## src/rtl/joystick_pkg.sv

```systemverilog
// Shared encodings for the joystick/LED sequencer: event codes, modes,
// rotation direction and the active-low LED patterns.
package joystick_pkg;

  localparam logic [2:0] EV_NONE  = 3'd0;
  localparam logic [2:0] EV_UP    = 3'd1;
  localparam logic [2:0] EV_DOWN  = 3'd2;
  localparam logic [2:0] EV_LEFT  = 3'd3;
  localparam logic [2:0] EV_RIGHT = 3'd4;
  localparam logic [2:0] EV_Z     = 3'd5;

  typedef enum logic {MODE_STATIC = 1'b0, MODE_CHASE = 1'b1} mode_e;
  typedef enum logic {DIR_INC = 1'b0, DIR_DEC = 1'b1} dir_e;

  localparam logic [3:0] LED_OFF   = 4'b1111;
  localparam logic [3:0] LED_UP    = 4'b1110;
  localparam logic [3:0] LED_DOWN  = 4'b0111;
  localparam logic [3:0] LED_LEFT  = 4'b1101;
  localparam logic [3:0] LED_RIGHT = 4'b1011;

  typedef struct packed {
    logic       valid;
    logic [2:0] code;
  } ev_t;

  // Active-low single-lit pattern: INC moves the zero towards the MSB.
  function automatic logic [3:0] rotate_led(input logic [3:0] l, input dir_e d);
    return (d == DIR_INC) ? {l[2:0], l[3]} : {l[0], l[3:1]};
  endfunction

endpackage

```

## src/rtl/key_debounce.sv

```systemverilog
// One key: two-flop synchroniser, consecutive-cycle debounce and a
// registered single-cycle pulse on an accepted press (1->0).
module key_debounce #(
  parameter int DEBOUNCE_CYCLES = 500000,
  parameter int CNT_W           = 24
) (
  input  logic clk,
  input  logic reset,
  input  logic key_n_i,
  output logic press_o
);

  localparam logic [CNT_W-1:0] DEB_LAST = CNT_W'(DEBOUNCE_CYCLES - 1);

  logic [1:0]       sync_q;
  logic             deb_q;
  logic             press_q;
  logic [CNT_W-1:0] cnt_q;
  logic             key_s;
  logic             accept;

  assign key_s   = sync_q[1];
  assign accept  = (key_s != deb_q) && (cnt_q == DEB_LAST);
  assign press_o = press_q;

  always_ff @(posedge clk or negedge reset) begin
    if (!reset) begin
      sync_q  <= 2'b11;
      deb_q   <= 1'b1;
      cnt_q   <= '0;
      press_q <= 1'b0;
    end else begin
      sync_q  <= {sync_q[0], key_n_i};
      press_q <= accept && !key_s;
      if (key_s == deb_q) begin
        cnt_q <= '0;
      end else if (accept) begin
        deb_q <= key_s;
        cnt_q <= '0;
      end else begin
        cnt_q <= cnt_q + 1'b1;
      end
    end
  end

endmodule

```

## src/rtl/joystick_led_sequencer.sv

```systemverilog
// Five debounced joystick keys -> prioritised press events -> STATIC/CHASE
// LED FSM with a speed-scaled step counter.
module joystick_led_sequencer
  import joystick_pkg::*;
#(
  parameter int DEBOUNCE_CYCLES = 500000,
  parameter int STEP_CYCLES     = 12500000,
  parameter int CNT_W           = 24
) (
  input  logic       clk,
  input  logic       reset,
  input  logic       key_up,
  input  logic       key_down,
  input  logic       key_left,
  input  logic       key_right,
  input  logic       key_z,
  output logic [3:0] led,
  output logic       mode,
  output logic [1:0] speed,
  output logic       event_valid,
  output logic [2:0] event_code
);

  localparam int               NUM_KEYS = 5;
  localparam logic [CNT_W-1:0] STEP_P   = CNT_W'(STEP_CYCLES);

  logic [NUM_KEYS-1:0] keys_n;
  logic [NUM_KEYS-1:0] press;
  ev_t                 ev_d, ev_q;
  mode_e               mode_q;
  dir_e                dir_q;
  logic [3:0]          led_q;
  logic [1:0]          speed_q;
  logic [CNT_W-1:0]    step_q;
  logic [CNT_W-1:0]    period;
  logic                step_last;

  assign keys_n = {key_z, key_right, key_left, key_down, key_up};

  for (genvar gi = 0; gi < NUM_KEYS; gi++) begin : g_key
    key_debounce #(
      .DEBOUNCE_CYCLES(DEBOUNCE_CYCLES),
      .CNT_W          (CNT_W)
    ) u_key (
      .clk    (clk),
      .reset  (reset),
      .key_n_i(keys_n[gi]),
      .press_o(press[gi])
    );
  end

  // Simultaneous presses: z > up > down > left > right, losers dropped.
  always_comb begin
    ev_d = '0;
    if      (press[4]) ev_d.code = EV_Z;
    else if (press[0]) ev_d.code = EV_UP;
    else if (press[1]) ev_d.code = EV_DOWN;
    else if (press[2]) ev_d.code = EV_LEFT;
    else if (press[3]) ev_d.code = EV_RIGHT;
    ev_d.valid = (ev_d.code != EV_NONE);
  end

  assign period    = STEP_P >> speed_q;
  assign step_last = (step_q == period - 1'b1);

  always_ff @(posedge clk or negedge reset) begin
    if (!reset) begin
      ev_q    <= '0;
      mode_q  <= MODE_STATIC;
      dir_q   <= DIR_INC;
      led_q   <= LED_OFF;
      speed_q <= 2'd0;
      step_q  <= '0;
    end else begin
      ev_q <= ev_d;
      case (mode_q)
        MODE_STATIC: begin
          step_q <= '0;
          case (ev_d.code)
            EV_UP:    led_q <= LED_UP;
            EV_DOWN:  led_q <= LED_DOWN;
            EV_LEFT:  led_q <= LED_LEFT;
            EV_RIGHT: led_q <= LED_RIGHT;
            EV_Z: begin
              mode_q <= MODE_CHASE;
              led_q  <= LED_UP;
              dir_q  <= DIR_INC;
            end
            default: ;
          endcase
        end
        default: begin
          step_q <= step_last ? '0 : step_q + 1'b1;
          // An event in the boundary cycle suppresses that rotation.
          if (!ev_d.valid && step_last) led_q <= rotate_led(led_q, dir_q);
          case (ev_d.code)
            EV_UP: begin
              if (speed_q != 2'd3) speed_q <= speed_q + 2'd1;
              step_q <= '0;
            end
            EV_DOWN: begin
              if (speed_q != 2'd0) speed_q <= speed_q - 2'd1;
              step_q <= '0;
            end
            EV_LEFT:  dir_q <= DIR_DEC;
            EV_RIGHT: dir_q <= DIR_INC;
            EV_Z: begin
              mode_q <= MODE_STATIC;
              led_q  <= LED_OFF;
              step_q <= '0;
            end
            default: ;
          endcase
        end
      endcase
    end
  end

  assign led         = led_q;
  assign mode        = mode_q;
  assign speed       = speed_q;
  assign event_valid = ev_q.valid;
  assign event_code  = ev_q.code;

endmodule
```

## config.mk

```make
export PLATFORM = sky130hd
export DESIGN_NAME = joystick_led_sequencer
export DESIGN_NICKNAME = d
export VERILOG_FILES = /design/src/rtl/joystick_pkg.sv /design/src/rtl/key_debounce.sv /design/src/rtl/joystick_led_sequencer.sv
export SDC_FILE = /design/constraint.sdc
export NUM_CORES = 1
export LEC_CHECK = 0
export ABC_AREA = 1
export CAP_MARGIN = 20
export CORE_ASPECT_RATIO = 1.5
export CORE_UTILIZATION = 60
export CTS_CLUSTER_DIAMETER = 60
export DETAILED_ROUTE_END_ITERATION = 10
export HOLD_SLACK_MARGIN = 0.12
export PLACE_DENSITY = 0.77
export SYNTH_ARGS = -nofsm -noshare
export SYNTH_HDL_FRONTEND = slang
export SYNTH_SLANG_ARGS = --single-unit
```

## constraint.sdc

```tcl
create_clock -name clk -period 2.1 [get_ports clk]
set_input_delay 0.42 -clock clk [delete_from_list [all_inputs] [get_ports clk]]
set_output_delay 0.42 -clock clk [all_outputs]
set_load 0.01 [all_outputs]
```

==> flow_summary.ini, run 1 <==
[floorplan]
die_h_um = 157
initial_core_util = 0.616
fp-row-count = 56
boundaryPins = 18
dieArea_um2 = 16600
dieWidth_um = 106
core_area_um2 = 15700

[grt]
grt_pass1_wl_um = 36000
grt_pass1_vias = 8247
track_usage = 0.271
use_met1 = 0.301
grt_max_degree = 44
met2_usage = 0.510
grt-ovfl-total = 0
top_usage_layer = met2
use_met3 = 0.0427
antenna_found_initial = 0

[setup_path]
cpMaxStageDelayCell = clkdlybuf4s50_1
worstSetupEndpoint = speed[0]
cp.depth = 2
crit_required_ns = 1.68
critPathArrivalTime_ns = 1.57
crit_chain = buf_4 -> clkdlybuf4s50_1
critical_path_class = reg -> out
path_buf_inv = 2
crit_path_end_kind = output pin
reg2reg_setup_slack_ns = 0.13
r2r-end = led[0]
startpoint = speed[0]
cp_top_family = buffers and inverters
r2r_start = speed[1]
critPathMaxStageDelay_ns = 0.55
reg2reg_depth = 12
worstPathMaxFanout = 8
start_kind = register

[timing]
fin_skew_ns = 0.0110
fin_crit_ns = 1.99
hold_viol = 0
fin_crit_sh = 0.946
slew_viol_final = 0
tightest_slew_ns = 0.652
setup-violations-final = 0
fmaxAchievable_mhz = 504
rsz0062_at_grt = no
slew_headroom = 0.565

[synthesis]
ys_async_sr_fraction = 1.00
synth_compound_area_frac = 0.0610
syn_nets = 1282
netlist-cell-type-count = 47
yosys.area_share.xor_xnor = 0.0470
syn_inst = 1267
synth.top_cells.by_area = dfrtp_1 41%, nand2_1 9.6%, nor2_1 8.4%
synth_edf_count = 0
synth_adder_area_share = 0.0104
yosysTopAreaCell = dfrtp_1
yosys.area_share.simple = 0.339
synth.top_cell.area_share = 0.406
synth_top_family_by_area = simple AND/OR/NAND/NOR gates
ys_seq_area_frac = 0.458
synth_seq_cells = 176
synthTopCellsByCount = 247 x nand2_1, 216 x nor2_1, 185 x inv_1, 157 x dfrtp_1, 80 x nand3_1
yosys.cell_count.top_type = nand2_1
yosysWarnings = 0
syn_area_um2 = 9670
postSynthAreaPerCell_um2 = 7.63
synthFlopType = dfrtp_1
synthMuxAreaShare = 0

[clocking]
cts_root_buf = clkbuf_16
clk_latency_ns = 0.42
path_clk_slew_ns = 0.06
cts_buffer_depth = 2
htree_levels = 4
clkSinkCount = 176
cts_tree = done
numCtsBuffers = 17

[cells_and_area]
design_area_um2 = 11000
multi_input_area_um2 = 4440
seq_area_um2 = 4430
fillers = 1301
finish.utilization = 0.701
antennaDiodeCount = 0
final_cells = 1549
layout-drive-gt1-share = 0.105
fin_nets = 1348
area_delta_synth_final_pct = 13.8

[routing]
vias = 8407
drc = 0
detail_route.wl_per_cell_um = 13.6
wl_um = 21000
antenna_left = 0
vias_per_cell = 5.43
dr.pass1.iters = 7
drt_iter0_drc = 430

[place]
hpwl_um = 15600
dp_cells = 1516
portBuffers = 17
placed_area_um2 = 10400
place_congestion = 0.916

[run_status]
status = completed

[power_and_ir_drop]
peakVddDrop_v = 0.000584
leakagePower_nw = 5.07
swShare = 0.210
comb_power_share = 0.031
p_int_mw = 5.50
finalPower_mw = 6.97
p_per_area_nw_per_um2 = 633
power_frac_seq = 0.496
p_sw_mw = 1.47
power.share.clock = 0.473

[run]
drv_cap = 0

[min_path]
hold_class = reg -> reg
stage by stage:
stage	setup WS, ns	setup TNS, ns	hold slack [ns]
floorplan	0.123	0	0.124
global placement	-0.0281	-0.0598	0.346
detailed placement	-0.0829	-0.563	0.347
CTS	0.0354	0	0.359
global route	0.00311	0	0.363
finish	0.114	0	0.362
flip-flops by register name, indices dropped and copies added (netlist names):
signal and cells:
g_key.u_key.cnt_q 120, step_q 24, g_key.u_key.press_o 5, speed 2, mode 1, g_key.u_key.deb_q 5, g_key.u_key.sync_q 10, event_valid 1
led 4, event_code 3, dir_q 1
layer usage:
| metal | share of wire | routed length (um) |
|---|---|---|
| met4 | 0.028 | 580 |
| met5 | 0 | 0 |
| met2 | 0.53 | 11200 |
| met1 | 0.41 | 8680 |
| met3 | 0.025 | 518 |
placed cells by master (no fill, tap or decap), types with 11 or more instances in the layout:
cell and instances:
nand3_1 80, xor2_1 39, o21ai_0 40, nand4_1 39, clkdlybuf4s50_1 16, clkbuf_16 17, dfstp_2 19, nor3_1 75
xnor2_1 11, inv_1 184, nand2_1 247, nor2_1 213, buf_4 38, a21oi_1 45, dfrtp_1 156
cell families after synthesis:
| logic type | after synthesis |
|---|---|
| and+or+nand+nor | 719 |
| adders and majority gates | 8 |
| buffers and inverters | 206 |
| xor gates and xnor gates | 51 |
| DFF | 176 |
| AOI/OAI and AO/OA | 107 |
power groups by stage:
stage	Combinational [mW]	Clock (mW)	Sequential, mW
2_1_floorplan	0.0904	0	3.51
3_3_place_gp	0.214	0	3.51
3_5_place_dp	0.219	0	3.52
4_1_cts	0.222	3.37	3.45
5_1_grt	0.252	3.48	3.46
6_report	0.216	3.30	3.45
cell type report:
class | count | share of cell area
flip-flops and latches | 176 | 0.403
inverters | 194 | 0.0666
well taps | 203 | 0.0231
clock inverters | 12 | 0.0166
repair buffers | 59 | 0.0481
clock buffers | 20 | 0.0397
multi-input cells | 885 | 0.403
how the worst min path moves through the flow:
stage	start	end	cells past startpoint
after detailed placement	g_key[1].u_key.sync_q[0]	g_key[1].u_key.sync_q[1]	0
after CTS	g_key[1].u_key.sync_q[0]	g_key[1].u_key.sync_q[1]	0
final	g_key[2].u_key.sync_q[0]	g_key[2].u_key.sync_q[1]	0
after global placement	g_key[3].u_key.sync_q[0]	g_key[3].u_key.sync_q[1]	0
after floorplan	reset	dir_q	0
after global routing	g_key[2].u_key.sync_q[0]	g_key[2].u_key.sync_q[1]	0
what timing repair did:
item / in CTS / in global routing
hold buffers: 1 / 0
gates resized for setup: 2 / 6
setup endpoints to repair: 11 / 10
hold endpoints to repair: 36 / 0
setup buffers: 0 / 0
Power figures use the tool's default switching activity.
==> run 2, diff against run 1 <==
- CORE_UTILIZATION: 60 -> 55
- PLACE_DENSITY: 0.77 -> 0.83
==> flow_summary.ini, run 2 (synthesized netlist as in run 1, its figures left out) <==
[cells_and_area]
final_cells = 1553
final_common_cell = nand2_1
largest_reg_flops = 120
fin_nets = 1342
largestRegisters = g_key.u_key.cnt_q x120, step_q x24, g_key.u_key.sync_q x10
area_delta_synth_final_pct = 13.7
regMostFlops = g_key.u_key.cnt_q
design_area_um2 = 11000
layout-drive-gt1-share = 0.102
seq_area_um2 = 4430
fillers = 1437
layout_common_cells = 246 x nand2_1, 213 x nor2_1, 185 x inv_1, 156 x dfrtp_1, 80 x nand3_1
antennaDiodeCount = 0
multi_input_area_um2 = 4440

[place]
hpwl_um = 15900
placed_area_um2 = 10300
portBuffers = 17
dp_cells = 1519
place_congestion = 0.912

[timing]
fin_crit_ns = 2.01
fmaxAchievable_mhz = 497
rsz0062_at_grt = yes
fin_skew_ns = 0.00995
tightest_slew_ns = 0.617
fin_crit_sh = 0.958
slew_headroom = 0.588
hold_ws_ns = 0.356
hold_viol = 0
setup-violations-final = 0
slew_viol_final = 0

[routing]
drt_iter0_drc = 564
wl_um = 21800
vias = 8499
drc = 0
vias_per_cell = 5.47
dr.pass1.iters = 8
antenna_left = 0
detail_route.wl_per_cell_um = 14.1

[floorplan]
core_area_um2 = 17300
dieArea_um2 = 18100
fp-row-count = 59
dieWidth_um = 110
boundaryPins = 18
initial_core_util = 0.560
die_h_um = 164

[power_and_ir_drop]
peakVddDrop_v = 0.000409
p_per_area_nw_per_um2 = 635
finalPower_mw = 6.98
leakagePower_nw = 5.06

[clocking]
clkSinkCount = 176
cts_root_buf = clkbuf_16
cts_buffer_depth = 2
htree_levels = 4
cts_tree = done
path_clk_slew_ns = 0.07
numCtsBuffers = 17
clk_latency_ns = 0.43

[grt]
grt_pass1_wl_um = 37300
grt_max_degree = 45
antenna_found_initial = 0
grt-ovfl-total = 0
track_usage = 0.262
grt_pass1_vias = 8310

[setup_path]
r2r_start = speed[0]
crit_path_end_kind = register
r2r-end = step_q[18]
cpMaxStageDelayCell = dfrtp_2
reg2reg_depth = 12
critPathMaxStageDelay_ns = 0.47
crit_required_ns = 2.45
crit_chain = inv_4 -> nand2_2 -> ha_1 -> or2_2 -> nand3_1 -> nor2_1 -> nand2_1 -> nor2_1 -> nand3_2 -> nand2_2 -> buf_12 -> nor2_1
worstPathMaxFanout = 21
cp.depth = 12
critical_path_class = reg -> reg
reg2reg_setup_slack_ns = 0.09
cp_common_cell = nor2_1
startpoint = speed[0]
critPathArrivalTime_ns = 2.36
start_kind = register
worstSetupEndpoint = step_q[18]
path_buf_inv = 2
cp_top_family = simple AND/OR/NAND/NOR gates

[run]
drv_cap = 0

[min_path]
hold_class = reg -> reg

[run_status]
status = completed
-- run 2: where the power goes --
part / switching (mW) / internal, mW
Combinational: 0.151 / 0.0670
Sequential: 0.0217 / 3.43
Clock: 1.32 / 1.99
Total: 1.49 / 5.48
-- run 2: final cells by class --
type,count,area share
multi-input combinational,885,0.404
clock buffer,22,0.0432
timing repair buffer,53,0.0450
tap,213,0.0243
sequential,176,0.403
inverter,194,0.0667
clock inverter,10,0.0137
-- run 2: repair_timing --
item | 4_1_cts | 5_1_grt
setup buffers | 0 | 1
endpoints found under the setup margin | 11 | 19
hold endpoints to repair | 32 | 0
hold buffers | 1 | 0
gates resized for setup | 2 | 5
-- run 2: worst min-delay path by stage --
stage	from	end	cells past startpoint
after floorplan	reset	dir_q	0
after global placement	g_key[0].u_key.sync_q[0]	g_key[0].u_key.sync_q[1]	0
after detailed placement	g_key[0].u_key.sync_q[0]	g_key[0].u_key.sync_q[1]	0
after CTS	g_key[0].u_key.sync_q[0]	g_key[0].u_key.sync_q[1]	0
after global routing	g_key[0].u_key.sync_q[0]	g_key[0].u_key.sync_q[1]	0
final	g_key[4].u_key.sync_q[0]	g_key[4].u_key.sync_q[1]	0
-- run 2: layer usage --
| metal | GRT usage | up-vias | share of wire |
|---|---|---|---|
| li1 | - | 4196 | - |
| met1 | 0.297 | 4030 | 0.40 |
| met2 | 0.472 | 199 | 0.53 |
| met3 | 0.0417 | 74 | 0.030 |
| met4 | 0.124 | 0 | 0.037 |
| met5 | 0 | - | 0 |
-- run 2: through the flow --
step	setup TNS [ns]	util	worst slack (ns)
after floorplan	0	-	0.123
after global placement	-0.109	0.598	-0.0561
after detailed placement	-0.656	0.598	-0.138
after CTS	0	0.635	0.0395
after global routing	-0.0247	0.636	-0.0247
final	0	0.636	0.0877
==> run 3, diff against run 2 <==
- GPL_TIMING_DRIVEN: default -> 0
==> flow_summary.ini, run 3 (synthesized netlist as in run 1, its figures left out) <==
[run_status]
status = completed

[cells_and_area]
fin_nets = 1337
area_delta_synth_final_pct = 13.9
antennaDiodeCount = 0
regMostFlops = g_key.u_key.cnt_q
final_common_cell = nand2_1
layout_common_cells = 246 x nand2_1, 208 x nor2_1, 185 x inv_1, 157 x dfrtp_1, 79 x nand3_1
largestRegisters = g_key.u_key.cnt_q x120, step_q x24, g_key.u_key.sync_q x10
fillers = 1463
layout-drive-gt1-share = 0.105
largest_reg_flops = 120

[routing]
antenna_left = 0
drc = 0
vias_per_cell = 5.46
drt_iter0_drc = 571
wl_um = 21400
detail_route.wl_per_cell_um = 13.8
dr.pass1.iters = 5
vias = 8459

[timing]
fin_crit_sh = 0.959
fmaxAchievable_mhz = 497
fin_skew_ns = 0.00877
slew_headroom = 0.625
tightest_slew_ns = 0.562
setup-violations-final = 0
fin_crit_ns = 2.01
hold_viol = 0
slew_viol_final = 0
finalWorstSetupSlack_ns = 0.0861

[clocking]
cts_tree = done
numCtsBuffers = 17
clk_latency_ns = 0.44
htree_levels = 4
cts_buffer_depth = 2
cts_root_buf = clkbuf_16
path_clk_slew_ns = 0.07
clkSinkCount = 176

[power_and_ir_drop]
comb_power_share = 0.029
p_sw_mw = 1.57
finalPower_mw = 6.95
swShare = 0.226
p_per_area_nw_per_um2 = 631
p_int_mw = 5.37
power.share.clock = 0.474
power_frac_seq = 0.497
leakagePower_nw = 5.02
peakVddDrop_v = 0.000557

[floorplan]
dieArea_um2 = 18100
dieWidth_um = 110
core_area_um2 = 17300
die_h_um = 164
initial_core_util = 0.560
fp-row-count = 59
boundaryPins = 18

[grt]
track_usage = 0.253
antenna_found_initial = 0
grt_pass1_vias = 8255
grt_pass1_wl_um = 36300
grt_max_degree = 102
grt-ovfl-total = 0

[setup_path]
critPathArrivalTime_ns = 2.33
start_kind = register
crit_path_end_kind = register
critical_path_class = reg -> reg
crit_required_ns = 2.42
worstPathMaxFanout = 5

[min_path]
hold_class = reg -> reg

[place]
place_congestion = 0.918
pre_cts_ws_ns = -0.0573
hpwl_um = 15000
portBuffers = 17

[run]
drv_cap = 0
==> run 3: changes by cell type in the layout (fill, tap and decap cells not counted), sizes merged <==
cell      before  now
buf           36   29
clkbuf        22   19
clkinv         4    7
clkinvlp       1    2
inv          196  197
==> run 3: what timing repair did <==
action | CTS | global route
pin swaps | 0 | 6
gates resized for setup | 7 | 22
setup buffers | 3 | 12
endpoints found under the setup margin | 24 | 47
endpoints found under the hold margin | 67 | 0
gates cloned | 1 | 1
hold buffers | 1 | 0
==> run 3: final timing paths <==
kind	slack, ns	start	depth (start not counted)	end
worst max-delay path	0.09	speed[0]	13	step_q[9]
worst min-delay path	0.35	g_key[1].u_key.sync_q[0]	0	g_key[1].u_key.sync_q[1]
worst max register to register	0.09	speed[0]	13	step_q[9]
worst min register to register	0.35	g_key[1].u_key.sync_q[0]	0	g_key[1].u_key.sync_q[1]
max in group asynchronous	0.68	reset	3	g_key[3].u_key.sync_q[0]
min in group asynchronous	0.54	reset	2	g_key[1].u_key.cnt_q[21]
==> run 3: power groups by stage <==
stage | clock [mW] | sequential (mW) | combinational, mW
after floorplan | 0 | 3.51 | 0.0904
after global placement | 0 | 3.51 | 0.193
after detailed placement | 0 | 3.51 | 0.204
after CTS | 3.34 | 3.45 | 0.208
after global routing | 3.46 | 3.45 | 0.235
final | 3.29 | 3.45 | 0.202
==> run 3: final cells by class <==
cell class,instances,area [um2],share of cell area
sequential,176,4430,0.402
buffer,12,103,0.00932
clock buffer,17,425,0.0386
inverter,194,738,0.0670
timing repair buffer,36,362,0.0328
multi-input combinational,885,4510,0.409
tap,213,267,0.0242
clock inverter,15,184,0.0167
==> run 3: per-stage QoR <==
| step | utilization | instance area (um2) | TNS [ns] | hold slack, ns | cells |
|---|---|---|---|---|---|
| 4_1_cts | 0.626 | 10800 | 0 | 0.351 | 1535 |
| 3_5_place_dp | 0.587 | 10100 | -0.839 | 0.348 | 1498 |
| 5_1_grt | 0.637 | 11000 | -0.166 | 0.353 | 1548 |
| 3_3_place_gp | 0.585 | 10100 | -1089.76 | 0.346 | 1497 |
| 6_report | 0.637 | 11000 | 0 | 0.353 | 1548 |
| 2_1_floorplan | - | 9670 | 0 | 0.124 | 1267 |
==> run 3: per-layer routing <==
metal | vias to the layer above | share of wire | global-route usage
met5 | - | 0 | 0
met3 | 63 | 0.034 | 0.0476
met4 | 0 | 0.030 | 0.112
li1 | 4187 | - | -
met2 | 215 | 0.53 | 0.449
met1 | 3994 | 0.41 | 0.291
==> run 3: worst max-delay path, cell delays in order (launching register included) <==
cell and delay, ns:
dfrtp_1 0.39, buf_6 0.15, inv_8 0.06, nand2_8 0.05
ha_4 0.26, or2_4 0.12, nand3_2 0.06, nor2_1 0.10
nand2_1 0.08, nor2_2 0.12, nand3_2 0.13, nand2_4 0.17
clkbuf_16 0.16, nor2_1 0.04
